$ cat src/rtl/rainbow_pkg.sv
// Shared definitions for the rainbow LED scheduler: colour wheel and FSM states.
package rainbow_pkg;

  // Active-low {red, blue, green} LED codes
  localparam logic [2:0] RED     = 3'b011;
  localparam logic [2:0] YELLOW  = 3'b010;
  localparam logic [2:0] GREEN   = 3'b110;
  localparam logic [2:0] CYAN    = 3'b100;
  localparam logic [2:0] BLUE    = 3'b101;
  localparam logic [2:0] MAGENTA = 3'b001;
  localparam logic [2:0] LED_OFF = 3'b111;

  localparam int unsigned WHEEL_LEN  = 6;
  localparam logic [2:0]  WHEEL_LAST = 3'(WHEEL_LEN - 1);

  typedef enum logic [1:0] {
    ST_IDLE,
    ST_RUN,
    ST_HOLD
  } state_e;

  // Colour at a wheel position; out-of-range indices show LED off
  function automatic logic [2:0] wheel_color(input logic [2:0] idx);
    logic [2:0] c;
    case (idx)
      3'd0:    c = RED;
      3'd1:    c = YELLOW;
      3'd2:    c = GREEN;
      3'd3:    c = CYAN;
      3'd4:    c = BLUE;
      3'd5:    c = MAGENTA;
      default: c = LED_OFF;
    endcase
    return c;
  endfunction

  // Next wheel position, modulo WHEEL_LEN
  function automatic logic [2:0] wheel_next(input logic [2:0] idx);
    return (idx == WHEEL_LAST) ? 3'd0 : idx + 3'd1;
  endfunction

endpackage

$ cat src/rtl/rainbow_scheduler_slot_tick_gen.sv
// Dither slot divider: pulses slot_tick on the last clock of every slot.
module slot_tick_gen #(
  parameter int unsigned TICKS_PER_SLOT = 12000
) (
  input  logic clk,
  input  logic rst_n,
  input  logic run,
  output logic slot_tick
);

  localparam int unsigned TICK_W = (TICKS_PER_SLOT > 1) ? $clog2(TICKS_PER_SLOT) : 1;
  localparam logic [TICK_W-1:0] TICK_LAST = TICK_W'(TICKS_PER_SLOT - 1);

  logic [TICK_W-1:0] tick_cnt_q, tick_cnt_d;

  // Free-running count while run is high; held at zero otherwise
  always_comb begin
    tick_cnt_d = tick_cnt_q;
    slot_tick  = 1'b0;
    if (!run) begin
      tick_cnt_d = '0;
    end else if (tick_cnt_q == TICK_LAST) begin
      tick_cnt_d = '0;
      slot_tick  = 1'b1;
    end else begin
      tick_cnt_d = tick_cnt_q + TICK_W'(1);
    end
  end

  // Tick counter register
  always_ff @(posedge clk or negedge rst_n) begin
    if (!rst_n) begin
      tick_cnt_q <= '0;
    end else begin
      tick_cnt_q <= tick_cnt_d;
    end
  end

endmodule

$ cat src/rtl/rainbow_scheduler.sv
// Rainbow LED scheduler: walks a 6-hue wheel, blending each hue pair by
// time-dithering past and future colours within every blur window.
module rainbow_scheduler
  import rainbow_pkg::*;
#(
  parameter int unsigned TICKS_PER_SLOT   = 12000,
  parameter int unsigned SLOTS_PER_WINDOW = 32,
  parameter int unsigned WINDOWS_PER_STEP = 4
) (
  input  logic       clk,
  input  logic       rst_n,
  input  logic       en,
  input  logic       hold,
  output logic [2:0] led,
  output logic [2:0] base_idx,
  output logic       wrap
);

  localparam int unsigned SLOT_W = (SLOTS_PER_WINDOW > 1) ? $clog2(SLOTS_PER_WINDOW) : 1;
  localparam int unsigned WIN_W  = (WINDOWS_PER_STEP > 1) ? $clog2(WINDOWS_PER_STEP) : 1;
  localparam int unsigned PW_W   = $clog2(SLOTS_PER_WINDOW + 1);

  localparam logic [SLOT_W-1:0] SLOT_LAST = SLOT_W'(SLOTS_PER_WINDOW - 1);
  localparam logic [WIN_W-1:0]  WIN_LAST  = WIN_W'(WINDOWS_PER_STEP - 1);
  localparam logic [PW_W-1:0]   PW_FULL   = PW_W'(SLOTS_PER_WINDOW);

  state_e            state_q, state_d;
  logic [SLOT_W-1:0] slot_cnt_q, slot_cnt_d;
  logic [WIN_W-1:0]  win_cnt_q, win_cnt_d;
  logic [SLOT_W-1:0] step_idx_q, step_idx_d;
  logic [2:0]        base_idx_q, base_idx_d;
  logic [PW_W-1:0]   p_weight_q, p_weight_d;
  logic [2:0]        p_color_q, p_color_d;
  logic [2:0]        f_color_q, f_color_d;
  logic [2:0]        led_q, led_d;
  logic              wrap_q, wrap_d;

  logic run;
  logic slot_tick;
  logic window_end;
  logic advance;

  // Counters run only while active and enabled, so dropping en clears them on the same edge
  always_comb begin
    run = (state_q != ST_IDLE) && en;
  end

  slot_tick_gen #(
    .TICKS_PER_SLOT(TICKS_PER_SLOT)
  ) u_slot_tick_gen (
    .clk      (clk),
    .rst_n    (rst_n),
    .run      (run),
    .slot_tick(slot_tick)
  );

  // FSM next state, blend counters, window-end latching and LED selection
  always_comb begin
    state_d    = state_q;
    slot_cnt_d = slot_cnt_q;
    win_cnt_d  = win_cnt_q;
    step_idx_d = step_idx_q;
    base_idx_d = base_idx_q;
    p_weight_d = p_weight_q;
    p_color_d  = p_color_q;
    f_color_d  = f_color_q;
    led_d      = LED_OFF;
    wrap_d     = 1'b0;

    window_end = slot_tick && (slot_cnt_q == SLOT_LAST);
    // Progress happens at any window end where hold is low, so the window that
    // samples hold=1 repeats its step and the window that samples hold=0 advances.
    advance    = run && window_end && !hold;

    if (!run) begin
      slot_cnt_d = '0;
      win_cnt_d  = '0;
    end else if (slot_tick) begin
      slot_cnt_d = window_end ? '0 : slot_cnt_q + SLOT_W'(1);
    end

    if (advance) begin
      if (win_cnt_q == WIN_LAST) begin
        win_cnt_d = '0;
        if (step_idx_q == SLOT_LAST) begin
          step_idx_d = '0;
          base_idx_d = wheel_next(base_idx_q);
          wrap_d     = (base_idx_q == WHEEL_LAST);
        end else begin
          step_idx_d = step_idx_q + SLOT_W'(1);
        end
      end else begin
        win_cnt_d = win_cnt_q + WIN_W'(1);
      end
    end

    case (state_q)
      ST_IDLE: if (en) state_d = ST_RUN;
      ST_RUN: begin
        if (!en) state_d = ST_IDLE;
        else if (window_end && hold) state_d = ST_HOLD;
      end
      ST_HOLD: begin
        if (!en) state_d = ST_IDLE;
        else if (window_end && !hold) state_d = ST_RUN;
      end
      default: state_d = ST_IDLE;
    endcase

    // IDLE keeps the blend registers tracking the retained hue pair so a
    // restart shows the right colours from slot 0 without waiting a window.
    if ((state_q == ST_IDLE) || window_end) begin
      p_weight_d = PW_FULL - PW_W'(step_idx_d);
      p_color_d  = wheel_color(base_idx_d);
      f_color_d  = wheel_color(wheel_next(base_idx_d));
    end

    if (run) begin
      led_d = (PW_W'(slot_cnt_q) < p_weight_q) ? p_color_q : f_color_q;
    end
  end

  // State, counters, blend and output registers
  always_ff @(posedge clk or negedge rst_n) begin
    if (!rst_n) begin
      state_q    <= ST_IDLE;
      slot_cnt_q <= '0;
      win_cnt_q  <= '0;
      step_idx_q <= '0;
      base_idx_q <= '0;
      p_weight_q <= PW_FULL;
      p_color_q  <= RED;
      f_color_q  <= YELLOW;
      led_q      <= LED_OFF;
      wrap_q     <= 1'b0;
    end else begin
      state_q    <= state_d;
      slot_cnt_q <= slot_cnt_d;
      win_cnt_q  <= win_cnt_d;
      step_idx_q <= step_idx_d;
      base_idx_q <= base_idx_d;
      p_weight_q <= p_weight_d;
      p_color_q  <= p_color_d;
      f_color_q  <= f_color_d;
      led_q      <= led_d;
      wrap_q     <= wrap_d;
    end
  end

  // Output drive
  always_comb begin
    led      = led_q;
    base_idx = base_idx_q;
    wrap     = wrap_q;
  end

endmodule

$ cat config.mk
export PLATFORM = sky130hd
export DESIGN_NAME = rainbow_scheduler
export DESIGN_NICKNAME = d
export VERILOG_FILES = /design/src/rtl/rainbow_pkg.sv /design/src/rtl/rainbow_scheduler_slot_tick_gen.sv /design/src/rtl/rainbow_scheduler.sv
export SDC_FILE = /design/constraint.sdc
export NUM_CORES = 1
export LEC_CHECK = 0
export ABC_AREA = 1
export CAP_MARGIN = 0
export CORE_ASPECT_RATIO = 0.7
export CORE_MARGIN = 8
export CORE_UTILIZATION = 35
export DETAILED_ROUTE_END_ITERATION = 16
export PLACE_DENSITY = 0.58
export SETUP_SLACK_MARGIN = 0.5
export SLEW_MARGIN = 10
export SYNTH_ARGS = -nofsm -noshare
export SYNTH_HDL_FRONTEND = slang
export SYNTH_SLANG_ARGS = --single-unit
$ cat constraint.sdc
create_clock -name clk -period 3.1 [get_ports clk]
set_clock_uncertainty 0.15 [all_clocks]
set_input_delay 0.31 -clock clk [delete_from_list [all_inputs] [get_ports clk]]
set_output_delay 0.31 -clock clk [all_outputs]
set_load 0.01 [all_outputs]
# Yosys cells after proc, flatten, opt, wreduce, memory -nomap -nowiden
# Cells that the tools add are included.
# word_totals
regBits,47
input_bits,4
out_inout_bits,7
wordCells,85
# op_classes
n_addsub,7
order_cmp,1
eq_ne,22
n_mux,31
n_reduce_logical,13
# ops
cell,n
case mux 3 bit (6 select lines),2
two-way mux 5 bit,6
two-way mux 14 bit,2
two-way mux 3 bit,7
two-way mux 2 bit,8
== test 3 bit (second input constant),5
adder 14 x 1 -> 14 bit (second input constant),1
== test 14 bit (second input constant),1
== test 3 x 2 -> 1 bit (second input constant),4
adder 5 x 1 -> 5 bit (second input constant),2
== test 5 bit (second input constant),2
adder 3 x 1 -> 3 bit (second input constant),2
== test 3 x 1 -> 1 bit (second input constant),2
logical AND 1 bit,6
logical NOT 3 bit,2
less-than comparator 5 x 6 -> 1 bit,1
inequality test 3 bit (second input constant),2
case mux 2 bit (3 select lines),1
subtractor 6 x 5 -> 6 bit (first input constant),1
two-way mux 1 bit,5
== test 2 bit (second input constant),2
inequality test 2 x 1 -> 1 bit (second input constant),2
AND reduction 3 bit,1
adder 2 x 1 -> 2 bit (second input constant),1
other kinds (6),6

# Longest topological paths before layout
# depth
word_depth,11
ltp_mapped,17
mapped_depth_nobuf,17

# Modules after synthesis
# Synthesis repeated with hierarchy kept, for this count alone.
# hier_totals
cells_unflattened,334
area_unflattened_um2,2683.8
# by_module_without_submodules
mod,n_inst,cells_per_inst,area_each_um2,seq_area_each_um2
rainbow_scheduler,1,229,1901.8,834.6
slot_tick_gen,1,105,782.0,350.3

# Worst setup path before layout
# Ideal clock, no wire load.
# synth_timing
kind,register to register
start,reg step_idx_q[0]
end,reg f_color_q[1]
setup_time_ps,58
arrival_ps,2046
required_time_ps,2892
path_slack_ps,846
stages_incl_launch_ff,17
path_buffers,0
synth_period_minus_slack_ps,2254
path_cell_list,dfrtp_1 ha_1 inv_1 nor3_1 ha_1 xnor2_1 o21ai_0 nand4_1 nand2_2 nand2_1 inv_1 ha_1 inv_1 nand3_1 nand3_1 nand2_1 inv_1
# synth_between
elab_chain_len,8
elab_cells_between_ends,14
classes_between,1 x add/sub; 7 x eq/ne; 5 x mux; 1 x reduce/logical
# synth_lines
item,line_no,rtl
from (decl),rainbow_scheduler.sv:30,"logic [SLOT_W-1:0] step_idx_q, step_idx_d;"
from (signal assigned),rainbow_scheduler.sv:140,step_idx_q <= step_idx_d;
== test 5 bit *,rainbow_scheduler.sv:85,if (step_idx_q == SLOT_LAST) begin
two-way mux 3 bit *,rainbow_scheduler.sv:85,
two-way mux 3 bit *,rainbow_scheduler.sv:83,if (win_cnt_q == WIN_LAST) begin
two-way mux 3 bit *,rainbow_scheduler.sv:82,if (advance) begin
via base_idx_d[0],rainbow_scheduler.sv:31,"logic [2:0] base_idx_q, base_idx_d;"
adder 3 x 1 -> 3 bit / == test 3 bit (equally long branches),rainbow_pkg.sv:39,return (idx == WHEEL_LAST) ? 3'd0 : idx + 3'd1;
two-way mux 3 bit *,rainbow_pkg.sv:39,
== test 3 bit (tied with other cells),rainbow_pkg.sv:25,case (idx)
case mux 3 bit (6 select lines) *,rainbow_pkg.sv:25,
to (signal assigned),rainbow_scheduler.sv:144,f_color_q <= f_color_d;
to (decl),rainbow_scheduler.sv:34,"logic [2:0] f_color_q, f_color_d;"
# Mark *: on every way through the listed nets, which the timed path passes. The rest lies on a longest branch.
# A chain may end at the register's enable or synchronous reset.

# Worst setup path in the final report
# layout_timing
start,reg step_idx_q[1]
end,reg f_color_q[1]
# Same word-level chain as after synthesis.

==> results.md <==
| Stage | Item | Value |
|---|---|---|
| timing | Unrepaired setup endpoints after global routing | true |
| logic synthesis | Synthesized area per cell | 7.99 um^2 |
| clocking | CTS H-tree lvls | 2 |
| timing | Minimum period implied by the final worst setup slack | 2450 ps |
| logic synthesis | Cell type with the largest total area after synthesis | dfrtp_1 |
| logic synthesis | Leading post-synthesis cells by cell area | dfrtp_1 36%, nand2_1 10%, inv_1 6.8%, dfstp_2 6.5%, ha_1 5.3% |
| pwr | Internal power contribution | 1.16 mW |
| setup path | Kind of start point of the critical path | flop |
| logic synthesis | Synthesized net count | 368 |
| clocking | Clock buffer depth | 2 |
| logic synthesis | Dominant combinational cell family by area after synthesis | simple AND/OR/NAND/NOR gates |
| grt | Total congestion overflow after global routing | 0 |
| setup path | R2r worst-path depth | 16 |
| hold path | Worst Hold Endpoint | p_color_q[0] |
| routing | Total Routed Length | 6.00 mm |
| floorplan | Effective utilization at floorplan | 35.9% |
| logic synthesis | Multiplexer share of the synthesized area | 0% |
| setup path | Max FO, Critical Path | 4 |
| logic synthesis | Share of the synthesized area in the top cell type | 35.6% |
| logic synthesis | Fraction of the mapped netlist area in adder cells | 5.34% |
| routing | Detailed-routing iteration count for the pre-antenna-repair pass | 4 |
| grt | GRT Overall Usage | 11.4% |
| clocking | Later-pin clock latency in the skew report | 290 ps |
| routing | Mean number of vias per cell | 4.75 |
| timing | Max Transition Viols Final | 0 |
| routing | Number of violations reported at the end of detailed-routing iteration 0 | 181 |
| pwr | Net switching share of the total power | 31.3% |
| setup path | Kind of end point of the critical path | flop |
| pwr | Register share of total power | 44.4% |
| clocking | Root buffer cell | clkbuf_16 |
| setup path | Crit Reg-Reg Endpoint | f_color_q[1] |
| floorplan | Top-Level Pins | 11 |
| place | IO buf count | 10 |
| setup path | Data arrival time of the worst path | 2530 ps |
| final layout | Final layout net count | 393 |
| timing | # setup viols final | 0 |
| logic synthesis | Simple-gate share of the synthesized area | 31.1% |
| pwr | Share of total power in the clock network | 32.1% |
| floorplan | Chip Height | 91.0 um |
| logic synthesis | Synth cell types | 41 |
| pwr | Reported net switching power | 526 uW |
| hold path | Worst hold path depth | 2 |
| timing | Worst-margin pin slew | 718 ps |
| logic synthesis | Dominant synthesized flop cell | dfrtp_1 |
| logic synthesis | Share of async-settable or async-resettable flops after synthesis | 100% |
| run status | Status | complete, no violations |
| logic synthesis | Synthesized-area fraction occupied by xor and xnor cells | 1.24% |
| timing | Post-route clock period utilization | 78.9% |
| hold path | Path class of the lowest-slack min-delay path | reg2reg |
| place | Final HPWL from detailed placement | 4.51 mm |
| logic synthesis | Summed instance area of the synthesized netlist | 0.00281 mm^2 |
| floorplan | Core region area | 0.00784 mm^2 |
| routing | Routed wire per std cell | 12.6 um |
| grt | Wire length of the first global-routing pass | 10.2 mm |
| pwr | Maximum vdd drop | 0.000362 V |
| grt | Pin count of the biggest net entering global routing | 33 |
| final layout | Total non-filler cell area in the finished layout | 0.00329 mm^2 |
| floorplan | Cell row count | 27 |
| place | RD Place Congestion | 0.801 |
| pwr | P per Cell Area | 512 mW/mm^2 |
| timing | Maximum frequency from static timing analysis | 0.409 GHz |
| run | Number of violations of the max-capacitance limit | 0 |
| routing | Via count | 2271 |
| timing | Worst path setup slack after routing | 653 ps |
| routing | Post-detailed-route count of antenna-violating nets | 0 |
| timing | Accumulated negative setup slack | 0 ps |
| final layout | Fraction of layout cells with a size suffix above 1 | 19.1% |
| final layout | Synth-to-layout area growth | 16.8% |
| timing | Normalized max-slew margin | 52.2% |
| place | Placement-stage cell area | 0.00302 mm^2 |
| logic synthesis | Sequential area share after synthesis | 42.1% |
| grt | Number of global-route vias before repair | 2129 |
| logic synthesis | Yosys reg bits | 47 |
| logic synthesis | Post-synthesis instance total | 352 |
| pwr | Static leakage | 1.57 nW |
| clocking | Number of buffers added by the clock tree synthesis step | 5 |
| floorplan | Die Outline Area | 0.0112 mm^2 |
| setup path | Crit path kind | reg2reg |
| timing | Count of final hold-check violations | 0 |
| logic synthesis | Count of flip-flops with a built-in enable after synthesis | 0 |
| setup path | Register-to-Register Setup Slack | 650 ps |
| routing | DRC | 0 |
| grt | Number of antenna violations at the first check in global routing | 0 |
| final layout | N_diodes | 0 |
| floorplan | Die width | 123 um |
| clocking | Clock-pin transition on the worst setup and hold timing paths | 60 ps |
| pwr | Combinational Power Share | 23.5% |
| clocking | CTS tree | built |
| place | Post-placement setup slack | 443 ps |
| setup path | Reg-to-Reg Start | step_idx_q[1] |
| setup path | Data required time at the worst endpoint | 3190 ps |
| hold path | Hold Startpoint | p_color_q[0] |
| logic synthesis | Count of yosys warnings during synthesis | 0 |
| logic synthesis | Synthesized-area fraction occupied by ao, oa, aoi and oai cells | 10.9% |
| clocking | Clock tree sinks | 47 |
-- power groups by stage --
stage                     logic, mW  registers, mW  clock network, mW
after global routing          0.459          0.758              0.582
after CTS                     0.395          0.748              0.557
after detailed placement      0.393          0.759                  0
after global placement        0.393          0.758                  0
after floorplan               0.284          0.753                  0
final                         0.395          0.748              0.539
-- worst max path at each step --
stage                        from  slack, ps            to  cells past startpoint
floorplan           step_idx_q[0]        850  f_color_q[1]                     16
global placement               en        500  f_color_q[1]                     14
detailed placement             en        440  f_color_q[1]                     14
CTS                 step_idx_q[1]        500  f_color_q[1]                     16
global route        step_idx_q[1]        470  f_color_q[1]                     16
finish              step_idx_q[1]        650  f_color_q[1]                     16
-- area by class of cell --
type / count / area (um^2)
clock buffer: 6 / 139
clock inverter: 1 / 5.00
fill: 796 / 4550
inverter: 57 / 214
multi-input combinational: 241 / 1410
sequential: 47 / 1180
tap: 101 / 126
timing repair buffer: 25 / 210
-- sequential cells by signal, indices dropped and copies added (netlist names) --
signal	count
p_weight_q	6
slot_cnt_q	5
win_cnt_q	2
state_q	2
step_idx_q	5
led	3
f_color_q	3
p_color_q	3
base_idx	3
u_slot_tick_gen.tick_cnt_q	14
wrap	1
-- synthesized netlist by cell type, drive strengths merged, types with 2 or more instances --
cell type and n:
nand3 27, nor3 8, o21ai 19, ha 12, o21a 4, nor2 35
clkbuf 3, nand4 9, nor4 2, dfstp 7, a21o 2, dfrtp 40
xor2 2, nand2 94, inv 57, a31oi 2, buf 4, a22oi 2
xnor2 2, a21oi 13
-- layer usage --
layer / GRT usage (%) / routed length [um]
met3: 2.97 / 206
met4: 3.60 / 70
met1: 16.8 / 3320
met5: 0 / 0
met2: 15.5 / 2410
-- worst max-delay path, cell delays in order, from the launching register on --
cell	delay [ps]
dfrtp_1	410
ha_2	210
inv_1	60
nor3_2	130
ha_2	250
xnor2_1	90
o21ai_1	160
nand4_1	120
nand2_2	120
nand2_2	70
inv_1	70
ha_1	230
inv_1	80
nand3_1	70
nand3_1	90
nand2_1	50
inv_1	40
-- cells in the final DEF (no fill, tap or decap), types with 3 or more instances in the layout --
master	instances
a21oi_1	13
buf_4	14
clkbuf_16	5
clkdlybuf4s50_1	9
dfrtp_1	40
dfstp_2	7
ha_1	8
ha_2	3
inv_1	51
inv_2	6
nand2_1	77
nand2_2	12
nand2_4	5
nand3_1	23
nand3_2	3
nand4_1	8
nor2_1	28
nor2_4	4
nor3_1	7
o21a_1	4
o21ai_0	14
o21ai_1	3
-- kinds of logic after synthesis --
family                     Yosys count
adders and majority gates           12
and+or+nand+nor                    175
xor gates and xnor gates             4
AOI/OAI and AO/OA                   50
buffers and inverters               64
DFF                                 47
-- through the flow --
| stage | hold slack, ps | power (mW) | cells | utilization [%] |
|---|---|---|---|---|
| after floorplan | -136 | 1.04 | 352 | - |
| after global placement | 255 | 1.15 | 460 | 38.5 |
| after detailed placement | 264 | 1.15 | 460 | 38.5 |
| after CTS | 323 | 1.70 | 468 | 40.5 |
| after global routing | 356 | 1.80 | 478 | 41.9 |
| final | 322 | 1.68 | 478 | 41.9 |
-- timing repair --
item | 4_1_cts | 5_1_grt
hold buffers | 1 | 0
hold endpoints to repair | 25 | 0
buffers inserted | 0 | 10
gates resized for setup | 0 | 11
setup endpoints to repair | 0 | 9
Power figures use the tool's default switching activity.
